`src/rtl/axi_ctl_target.sv`:
```
// AXI4-Lite control target: eight-register file with CTL_STATE start pulse and
// a programmable-length active window for downstream logic.
module axi_ctl_target #(
    parameter int unsigned AXI_DATA_WIDTH = 32,
    parameter int unsigned AXI_ADDR_WIDTH = 32,
    parameter logic [31:0] ID_VALUE       = 32'hC0DE_0001,
    parameter int unsigned LED_WIDTH      = 4
) (
    input  logic                        S_AXI_ACLK,
    input  logic                        S_AXI_ARESETN,
    input  logic [AXI_ADDR_WIDTH-1:0]   S_AXI_AWADDR,
    input  logic                        S_AXI_AWVALID,
    output logic                        S_AXI_AWREADY,
    input  logic [2:0]                  S_AXI_AWPROT,
    input  logic [AXI_DATA_WIDTH-1:0]   S_AXI_WDATA,
    input  logic [AXI_DATA_WIDTH/8-1:0] S_AXI_WSTRB,
    input  logic                        S_AXI_WVALID,
    output logic                        S_AXI_WREADY,
    output logic [1:0]                  S_AXI_BRESP,
    output logic                        S_AXI_BVALID,
    input  logic                        S_AXI_BREADY,
    input  logic [AXI_ADDR_WIDTH-1:0]   S_AXI_ARADDR,
    input  logic                        S_AXI_ARVALID,
    output logic                        S_AXI_ARREADY,
    input  logic [2:0]                  S_AXI_ARPROT,
    output logic [AXI_DATA_WIDTH-1:0]   S_AXI_RDATA,
    output logic [1:0]                  S_AXI_RRESP,
    output logic                        S_AXI_RVALID,
    input  logic                        S_AXI_RREADY,
    output logic [31:0]                 ctl_state,
    output logic                        ctl_start,
    output logic                        ctl_active,
    output logic [LED_WIDTH-1:0]        led
);
    localparam logic [1:0] RespOkay   = 2'b00;
    localparam logic [1:0] RespSlverr = 2'b10;

    logic        aw_held_q, aw_held_d;
    logic [2:0]  aw_idx_q, aw_idx_d;
    logic        w_held_q, w_held_d;
    logic [31:0] wdata_q, wdata_d;
    logic [3:0]  wstrb_q, wstrb_d;
    logic        bvalid_q, bvalid_d;
    logic [1:0]  bresp_q, bresp_d;
    logic        rvalid_q, rvalid_d;
    logic [31:0] rdata_q, rdata_d;
    logic [1:0]  rresp_q, rresp_d;
    logic [31:0] scratch_q, scratch_d;
    logic [31:0] wr_count_q, wr_count_d;
    logic [31:0] led_q, led_d;
    logic [31:0] ctl_state_q, ctl_state_d;
    logic [31:0] pulse_len_q, pulse_len_d;
    logic [31:0] cnt_q, cnt_d;
    logic        ctl_start_q, ctl_start_d;

    logic        aw_hs, w_hs, ar_hs, commit;
    logic [2:0]  wr_idx;
    logic [31:0] wr_data;
    logic [3:0]  wr_strb;

    logic unused_sigs;
    assign unused_sigs = ^{S_AXI_AWPROT, S_AXI_ARPROT,
                           S_AXI_AWADDR[AXI_ADDR_WIDTH-1:5], S_AXI_AWADDR[1:0],
                           S_AXI_ARADDR[AXI_ADDR_WIDTH-1:5], S_AXI_ARADDR[1:0]};

    function automatic logic [31:0] merge(input logic [31:0] old, input logic [31:0] data,
                                          input logic [3:0] strb);
        logic [31:0] r;
        r = old;
        for (int b = 0; b < 4; b++) begin
            if (strb[b]) r[8*b +: 8] = data[8*b +: 8];
        end
        return r;
    endfunction

    assign S_AXI_AWREADY = !aw_held_q && !bvalid_q;
    assign S_AXI_WREADY  = !w_held_q && !bvalid_q;
    assign S_AXI_ARREADY = !rvalid_q;
    assign S_AXI_BVALID  = bvalid_q;
    assign S_AXI_BRESP   = bresp_q;
    assign S_AXI_RVALID  = rvalid_q;
    assign S_AXI_RDATA   = rdata_q;
    assign S_AXI_RRESP   = rresp_q;
    assign ctl_state     = ctl_state_q;
    assign ctl_start     = ctl_start_q;
    assign ctl_active    = (cnt_q != 32'd0);
    assign led           = led_q[LED_WIDTH-1:0];

    assign aw_hs = S_AXI_AWVALID && S_AXI_AWREADY;
    assign w_hs  = S_AXI_WVALID && S_AXI_WREADY;
    assign ar_hs = S_AXI_ARVALID && S_AXI_ARREADY;

    // A channel handshaking this cycle is used directly so commit lands on the next edge.
    assign wr_idx  = aw_held_q ? aw_idx_q : S_AXI_AWADDR[4:2];
    assign wr_data = w_held_q ? wdata_q : S_AXI_WDATA;
    assign wr_strb = w_held_q ? wstrb_q : S_AXI_WSTRB;
    assign commit  = (aw_held_q || aw_hs) && (w_held_q || w_hs);

    always_comb begin
        aw_held_d   = aw_held_q;
        aw_idx_d    = aw_idx_q;
        w_held_d    = w_held_q;
        wdata_d     = wdata_q;
        wstrb_d     = wstrb_q;
        bvalid_d    = bvalid_q;
        bresp_d     = bresp_q;
        scratch_d   = scratch_q;
        wr_count_d  = wr_count_q;
        led_d       = led_q;
        ctl_state_d = ctl_state_q;
        pulse_len_d = pulse_len_q;
        ctl_start_d = 1'b0;
        cnt_d       = (cnt_q != 32'd0) ? cnt_q - 32'd1 : cnt_q;

        if (commit) begin
            aw_held_d = 1'b0;
            w_held_d  = 1'b0;
            bvalid_d  = 1'b1;
            bresp_d   = (wr_idx == 3'd7) ? RespSlverr : RespOkay;
            if (wr_idx != 3'd7) wr_count_d = wr_count_q + 32'd1;
            case (wr_idx)
                3'd1: scratch_d = merge(scratch_q, wr_data, wr_strb);
                3'd3: led_d = merge(led_q, wr_data, wr_strb);
                3'd5: begin
                    ctl_state_d = merge(ctl_state_q, wr_data, wr_strb);
                    ctl_start_d = 1'b1;
                    cnt_d       = pulse_len_q;
                end
                3'd6: pulse_len_d = merge(pulse_len_q, wr_data, wr_strb);
                default: ;
            endcase
        end else begin
            if (aw_hs) begin
                aw_held_d = 1'b1;
                aw_idx_d  = S_AXI_AWADDR[4:2];
            end
            if (w_hs) begin
                w_held_d = 1'b1;
                wdata_d  = S_AXI_WDATA;
                wstrb_d  = S_AXI_WSTRB;
            end
            if (bvalid_q && S_AXI_BREADY) bvalid_d = 1'b0;
        end
    end

    // Read mux samples pre-commit state, so a same-cycle write is not visible.
    always_comb begin
        rvalid_d = rvalid_q;
        rdata_d  = rdata_q;
        rresp_d  = rresp_q;
        if (ar_hs) begin
            rvalid_d = 1'b1;
            rresp_d  = RespOkay;
            case (S_AXI_ARADDR[4:2])
                3'd0: rdata_d = ID_VALUE;
                3'd1: rdata_d = scratch_q;
                3'd2: rdata_d = wr_count_q;
                3'd3: rdata_d = led_q;
                3'd4: rdata_d = {31'd0, ctl_active};
                3'd5: rdata_d = ctl_state_q;
                3'd6: rdata_d = pulse_len_q;
                default: begin
                    rdata_d = 32'd0;
                    rresp_d = RespSlverr;
                end
            endcase
        end else if (rvalid_q && S_AXI_RREADY) begin
            rvalid_d = 1'b0;
        end
    end

    always_ff @(posedge S_AXI_ACLK or negedge S_AXI_ARESETN) begin
        if (!S_AXI_ARESETN) begin
            aw_held_q   <= 1'b0;
            aw_idx_q    <= 3'd0;
            w_held_q    <= 1'b0;
            wdata_q     <= 32'd0;
            wstrb_q     <= 4'd0;
            bvalid_q    <= 1'b0;
            bresp_q     <= RespOkay;
            rvalid_q    <= 1'b0;
            rdata_q     <= 32'd0;
            rresp_q     <= RespOkay;
            scratch_q   <= 32'd0;
            wr_count_q  <= 32'd0;
            led_q       <= 32'd0;
            ctl_state_q <= 32'd0;
            pulse_len_q <= 32'd16;
            cnt_q       <= 32'd0;
            ctl_start_q <= 1'b0;
        end else begin
            aw_held_q   <= aw_held_d;
            aw_idx_q    <= aw_idx_d;
            w_held_q    <= w_held_d;
            wdata_q     <= wdata_d;
            wstrb_q     <= wstrb_d;
            bvalid_q    <= bvalid_d;
            bresp_q     <= bresp_d;
            rvalid_q    <= rvalid_d;
            rdata_q     <= rdata_d;
            rresp_q     <= rresp_d;
            scratch_q   <= scratch_d;
            wr_count_q  <= wr_count_d;
            led_q       <= led_d;
            ctl_state_q <= ctl_state_d;
            pulse_len_q <= pulse_len_d;
            cnt_q       <= cnt_d;
            ctl_start_q <= ctl_start_d;
        end
    end
endmodule

```
`config.mk`:
```
export PLATFORM = sky130hd
export DESIGN_NAME = axi_ctl_target
export DESIGN_NICKNAME = d
export VERILOG_FILES = /design/src/rtl/axi_ctl_target.sv
export SDC_FILE = /design/constraint.sdc
export NUM_CORES = 1
export LEC_CHECK = 0
export CAP_MARGIN = 20
export CORE_MARGIN = 2
export CORE_UTILIZATION = 30
export CTS_CLUSTER_SIZE = 30
export DETAILED_ROUTE_END_ITERATION = 10
export HOLD_SLACK_MARGIN = 0.12
export PLACE_DENSITY_LB_ADDON = 0.05
export SLEW_MARGIN = 0
export SYNTH_ARGS = -nofsm -noshare
export SYNTH_HDL_FRONTEND = slang
export SYNTH_SLANG_ARGS = --single-unit
export TNS_END_PERCENT = 30
```
`constraint.sdc`:
```
create_clock -name S_AXI_ACLK -period 3.73 [get_ports S_AXI_ACLK]
set_input_delay 0.746 -clock S_AXI_ACLK [delete_from_list [all_inputs] [get_ports S_AXI_ACLK]]
set_output_delay 0.746 -clock S_AXI_ACLK [all_outputs]
set_load 0.01 [all_outputs]
```
==> results of run 1 <==
layout make-up:
cell class                      instances  area [sq um]  share of cell area (%)
Clock buffer                           55          1060                    6.62
Clock inverter                          4          22.5                   0.140
Inverter                               11          41.3                   0.257
Multi-Input combinational cell        734          5790                    36.1
Sequential cell                       270          6760                    42.1
Tap cell                              539           674                    4.20
Timing Repair Buffer                  176          1700                    10.6
flip-flops by register name, indices dropped and copies added (netlist names), 3 cells and up:
name	cells
scratch_q	32
pulse_len_q	32
led_q	32
ctl_state	32
wdata_q	32
S_AXI_RDATA	32
cnt_q	32
wr_count_q	32
wstrb_q	4
aw_idx_q	3
layer usage:
layer / vias to the layer above / global-route usage [%]
met2: 154 / 26.4
li1: 4253 / -
met4: 0 / 5.22
met5: - / 0
met3: 43 / 2.57
met1: 4607 / 25.9
metrics by stage:
step | utilization (%) | instance area [sq um]
2_1_floorplan | - | 12900
3_3_place_gp | 35.5 | 15000
3_5_place_dp | 35.5 | 15000
4_1_cts | 38.1 | 16100
5_1_grt | 38.1 | 16100
6_report | 38.1 | 16100
how the worst min path moves through the flow:
| stage | depth (start not counted) | endpoint | slack (ns) |
|---|---|---|---|
| 2_1_floorplan | 0 | S_AXI_BRESP[1]$_DFFE_PN0P_ | 0.45 |
| 3_3_place_gp | 1 | wr_count_q[31]$_DFFE_PN0P_ | 0.47 |
| 3_5_place_dp | 1 | wr_count_q[31]$_DFFE_PN0P_ | 0.47 |
| 4_1_cts | 1 | wdata_q[11]$_DFFE_PN0P_ | 0.21 |
| 5_1_grt | 1 | ctl_start$_DFF_PN0_ | 0.23 |
| 6_report | 1 | wdata_q[10]$_DFFE_PN0P_ | 0.22 |
critical path: cells and delay by family, from the launching register on:
| kind | cells | cell delay [ns] |
|---|---|---|
| buffers and inverters | 2 | 0.57 |
| flip-flops | 1 | 0.43 |
| AND/OR/NAND/NOR | 3 | 1.34 |
cell usage after synthesis, types with 9 or more instances:
cell and instances:
mux2i_1 39, inv_1 10, xnor2_1 32, a22o_1 14, o21ai_0 41, a31oi_1 11, mux2_2 213, a22oi_1 19
a221oi_1 13, xor2_1 12, o22ai_1 11, or4_1 11, nor3_1 9, nand3_1 28, nand2_1 70, nor2_1 56
a21oi_1 37, nand4_1 13, clkbuf_1 53, dfrtp_1 269
power by group through the flow:
stage | clock network, mW | logic [mW] | registers, mW
CTS | 3.36 | 3.56 | 4.93
global placement | 0 | 3.51 | 4.94
floorplan | 0 | 2.19 | 4.74
global route | 3.47 | 3.86 | 5.08
detailed placement | 0 | 3.54 | 4.96
finish | 3.23 | 3.49 | 4.90
cell families after synthesis:
family	Yosys count
mux	252
buf+inv	76
simple gates	253
fa+ha+maj	3
flops	270
xor+xnor	44
other cells	1
compound gates	180
repair_timing:
action | 4_1_cts | 5_1_grt
hold endpoints to repair | 0 | 0
setup buffers | 0 | 0
gates resized for setup | 1 | 0
hold buffers | 0 | 0
endpoints found under the setup margin | 1 | 0
==> impl_metrics.py, run 1 <==
metrics = {
    "drt": {
        "wl_met2_um": 16600,
        "vias_per_cell": 5.06,
        "routed-via-count": 9057,
        "drc_errors": 0,
        "antenna_left": 0,
        "wl_met1_um": 19100,
        "wl_met3_um": 1330,
        "drt_first_pass_iters": 5,
        "first_iter_violations": 425,
        "wl_um": 37800,
        "highest_layer": "met4",
        "wl_per_cell_um": 21.1,
    },
    "logic_synthesis": {
        "synth_top_family_by_area": "multiplexers",
        "yosys.area_share.simple_pct": 10.5,
        "ys_async_sr_fraction_pct": 100,
        "synth_xor_area_share_pct": 3.00,
        "synth_seq_cells": 270,
        "synthAdderAreaFrac_pct": 0.292,
        "synth_edf_count": 0,
        "avgSynthCellArea_sq_um": 11.9,
        "synthMuxAreaShare_pct": 21.7,
        "yosysSeqAreaShare_pct": 52.6,
        "ys.flop_type": "dfrtp_1",
        "synth_cells": 1079,
        "synth.largest_area_cell": "dfrtp_1",
        "synthesis.area_sq_um": 12900,
        "yosys-top-cells-area": "dfrtp_1 52%, mux2_2 19%, mux2i_1 3.0%, xnor2_1 2.2%, nand2_1 2.0%",
        "synth_compound_area_share_pct": 9.34,
        "synth_top_area_share_pct": 52.4,
        "ys_warn_count": 0,
        "ys_types": 68,
    },
    "timing": {
        "fmax_ghz": 0.277,
        "timing.final.crit_share_pct": 96.7,
        "rsz0062_at_grt": "false",
        "layout_setup_ws_ns": 0.122,
        "skew_ns": 0.0113,
        "tns_ns": 0,
        "finalCriticalPeriod_ns": 3.61,
        "hold_slack_ns": 0.217,
        "final-max-slew-violation-count": 0,
        "worst_slew_pin_slew_ns": 0.809,
        "setup_violations": 0,
        "max-slew-margin-rel_pct": 46.0,
        "hold_violations": 0,
    },
    "worst_setup_path": {
        "r2r-start": "cnt_q[4]$_DFF_PN0_",
        "path_cells": "or4_4, or4_4, nor3_4, inv_2, clkdlybuf4s50_1",
        "r2r-end": "cnt_q[17]$_DFF_PN0_",
        "cpMostUsedCell": "or4_4",
        "worstPathRequired_ns": 2.98,
        "slowest_stage": "or4_4",
        "worst-r2r-cell-count": 6,
        "crit_fanout": 7,
        "cp-endpoint": "ctl_active",
        "endpoint_kind": "primary output",
        "rrSetupSlack_ns": 0.92,
        "critPathArrivalTime_ns": 2.86,
        "slowest_delay_ns": 0.61,
        "startpoint_type": "register",
        "crit_type": "register to primary output",
        "startpoint": "cnt_q[4]$_DFF_PN0_",
    },
    "die": {
        "ios": 192,
        "die-width_um": 211,
        "core.rowCount": 75,
        "die_h_um": 211,
        "core_sq_um": 42100,
        "start_util_pct": 30.5,
        "die_area_sq_um": 44500,
    },
    "flow_run": {
        "maxCapViolations": 0,
    },
    "pwr": {
        "pwr-share-comb_pct": 30.0,
        "power.switching_mw": 3.71,
        "ir_worst_vdd_uv": 361,
        "intPower_mw": 7.91,
        "powerDensity_nw_per_um2": 724,
        "p_seq_share_pct": 42.2,
        "total_power_mw": 11.6,
        "swShare_pct": 31.9,
        "power.leakage_nw": 6.80,
        "p_clk_share_pct": 27.8,
    },
    "grt": {
        "grt_overflow": 0,
        "grt_max_degree": 75,
        "grt_pass1_wl_um": 59000,
        "grt_use_total_pct": 17.5,
        "antenna_found_initial": 0,
        "grt_pass1_vias": 9649,
    },
    "placed_design": {
        "port_buffers": 125,
        "dpl.cell_count": 1730,
        "post-place-ws_ns": 0.412,
        "place_congestion": 0.782,
        "hpwl_um": 26000,
    },
    "cells_and_area": {
        "final_nets": 1344,
        "layout-drive-gt1-share_pct": 27.7,
        "final_cell_mix": "268 x dfrtp_1, 213 x mux2_2, 122 x clkdlybuf4s50_1",
        "diodes": 0,
        "syn_to_final_growth_pct": 24.9,
        "final_common_cell": "dfrtp_1",
        "fillerInstances": 4164,
        "final_cells": 1789,
    },
    "clock_tree": {
        "cts-htree-levels": 2,
        "clockBufferDepth": 3,
        "numCtsBuffers": 35,
        "clk_latency_ns": 0.53,
        "cts_tree": "built",
        "clock-sinks": 270,
        "clock-root-buffer": "clkbuf_16",
        "clk_pin_slew_ns": 0.05,
    },
    "hold_path": {
        "hp-class": "input port to async pin",
    },
    "status": {
        "status": "completed",
    },
}
Note: power is estimated with default switching activity, not from simulation.
==> run 2: changes to the inputs <==
CTS_CLUSTER_DIAMETER = 30   (was unset)
RECOVER_POWER = 50   (was unset)
==> run 2 against run 1 <==
Net effect:
- the flow now finishes with violations (max-capacitance violations, max-slew violations)
- worst hold slack better by 0.26 ns
- count of clock-buffer cells in the layout up 59
- global-route usage up 0.40 points
- critical endpoint unchanged
- flip-flop and latch count unchanged
- design area up 9.2%
- sequential power about the same
- clock power up 100%
- via count up 3.8%
- largest power group is now the clock network
- critical path type unchanged
- register-to-register slack worse by 0.33 ns
==> impl_metrics.py, run 2 (synthesis results as in run 1) <==
metrics = {
    "status": {
        "status": "finished with violations",
        "violations": "max-capacitance violations, max-slew violations",
    },
    "pwr": {
        "intPower_mw": 10.6,
        "p_seq_share_pct": 32.9,
        "power.leakage_nw": 7.55,
        "power.switching_mw": 4.30,
        "ir_worst_vdd_uv": 368,
        "pwr-share-comb_pct": 23.3,
        "p_clk_share_pct": 43.8,
        "swShare_pct": 28.8,
        "powerDensity_nw_per_um2": 852,
    },
    "timing": {
        "hold_violations": 0,
        "rsz0062_at_grt": "false",
        "skew_ns": 0.0213,
        "timing.final.crit_share_pct": 89.1,
        "finalCriticalPeriod_ns": 3.32,
        "worst_slew_pin_slew_ns": 1.97,
        "setup_violations": 0,
        "fmax_ghz": 0.301,
        "final-max-slew-violation-count": 75,
        "max-slew-margin-rel_pct": -31.5,
        "tns_ns": 0,
    },
    "cells_and_area": {
        "final_cells": 1870,
        "diodes": 0,
        "fillerInstances": 4041,
        "final_common_cell": "dfrtp_1",
        "layout-drive-gt1-share_pct": 31.3,
        "final_cell_mix": "268 x dfrtp_1, 213 x mux2_2, 120 x clkdlybuf4s50_1",
        "post-route-cell-area_sq_um": 17500,
        "final_nets": 1388,
        "syn_to_final_growth_pct": 36.4,
    },
    "die": {
        "core_sq_um": 42100,
        "die_h_um": 211,
        "die-width_um": 211,
        "core.rowCount": 75,
        "die_area_sq_um": 44500,
        "start_util_pct": 30.5,
        "ios": 192,
    },
    "flow_run": {
        "maxCapViolations": 1,
    },
    "hold_path": {
        "holdPathStages": 1,
        "hp-class": "register to register",
    },
    "worst_setup_path": {
        "startpoint_type": "register",
        "endpoint_kind": "primary output",
        "worstPathRequired_ns": 2.98,
        "critPathArrivalTime_ns": 2.58,
        "crit_fanout": 7,
        "crit_type": "register to primary output",
        "worst-r2r-cell-count": 5,
    },
    "placed_design": {
        "place_congestion": 0.782,
        "dpl.cell_count": 1730,
        "hpwl_um": 26000,
        "dpl_cell_area_sq_um": 15000,
        "port_buffers": 125,
    },
    "clock_tree": {
        "cts_hold_buf": 0,
        "numCtsBuffers": 79,
        "clockBufferDepth": 3,
        "clock-sinks": 270,
        "clk_pin_slew_ns": 0.04,
        "postCtsSetupBuffers": 0,
        "cts-htree-levels": 3,
        "clock-root-buffer": "clkbuf_16",
        "cts_tree": "built",
        "clk_latency_ns": 0.58,
    },
    "grt": {
        "grt_max_degree": 75,
        "antenna_found_initial": 0,
        "grt_pass1_wl_um": 60500,
        "grt_overflow": 0,
        "grt_use_total_pct": 17.9,
        "grt_pass1_vias": 10100,
    },
    "drt": {
        "drc_errors": 0,
        "antenna_left": 0,
        "first_iter_violations": 438,
        "wl_per_cell_um": 20.6,
        "wl_um": 38600,
        "vias_per_cell": 5.03,
        "drt_first_pass_iters": 5,
        "routed-via-count": 9398,
    },
}
run 2: area by class of cell:
type / count / area (sq um) / area share (%)
clock buffers: 114 / 2330 / 13.3
clock inverters: 26 / 303 / 1.73
flip-flops and latches: 270 / 6760 / 38.5
repair buffers: 176 / 1640 / 9.37
inverters: 11 / 41.3 / 0.235
multi-input cells: 734 / 5780 / 33.0
well taps: 539 / 674 / 3.85
run 2: per-layer routing:
| metal | GRT usage, % | wire (um) | vias up |
|---|---|---|---|
| li1 | - | - | 4378 |
| met1 | 25.8 | 19100 | 4739 |
| met2 | 26.7 | 17000 | 220 |
| met3 | 3.64 | 1700 | 61 |
| met4 | 6.00 | 741 | 0 |
| met5 | 0 | 0 | - |
run 2: through the flow:
| stage | utilization (%) | hold WS [ns] | power (mW) | worst slack [ns] |
|---|---|---|---|---|
| 5_1_grt | 41.6 | 0.508 | 15.8 | 0.260 |
| 2_1_floorplan | - | 0.446 | 6.93 | 0.937 |
| 3_3_place_gp | 35.5 | 0.470 | 8.45 | 0.432 |
| 4_1_cts | 41.8 | 0.179 | 15.2 | 0.0338 |
| 6_report | 41.6 | 0.482 | 14.9 | 0.408 |
| 3_5_place_dp | 35.5 | 0.469 | 8.51 | 0.412 |
run 2: power groups by stage:
stage / logic, mW / registers (mW) / clock network [mW]
after floorplan: 2.19 / 4.74 / 0
after global placement: 3.51 / 4.94 / 0
after detailed placement: 3.54 / 4.96 / 0
after CTS: 3.56 / 4.94 / 6.69
after global routing: 3.85 / 5.09 / 6.88
final: 3.48 / 4.92 / 6.55
run 2: final timing paths:
check	from	to	slack (ns)
worst min register to register	wr_count_q[31]$_DFFE_PN0P_	wr_count_q[31]$_DFFE_PN0P_	0.48
max in group asynchronous	S_AXI_ARESETN	S_AXI_RDATA[24]$_DFFE_PN0P_	0.92
worst max register to register	w_held_q$_DFFE_PN0P_	wdata_q[20]$_DFFE_PN0P_	0.59
worst max-delay path	cnt_q[4]$_DFF_PN0_	ctl_active	0.41
min in group asynchronous	S_AXI_ARESETN	wdata_q[11]$_DFFE_PN0P_	0.71
worst min-delay path	wr_count_q[31]$_DFFE_PN0P_	wr_count_q[31]$_DFFE_PN0P_	0.48
run 2: what timing repair did:
action / in CTS / in global routing
endpoints found under the hold margin: 0 / 0
gates resized for setup: 1 / 1
endpoints found under the setup margin: 1 / 1
run 2: critical path: stages, from the launching register on:
cell and delay (ns):
dfrtp_1 0.42, or4_4 0.61, or4_4 0.53, nor3_4 0.20
inv_2 0.06, dlymetal6s2s_1 0.19
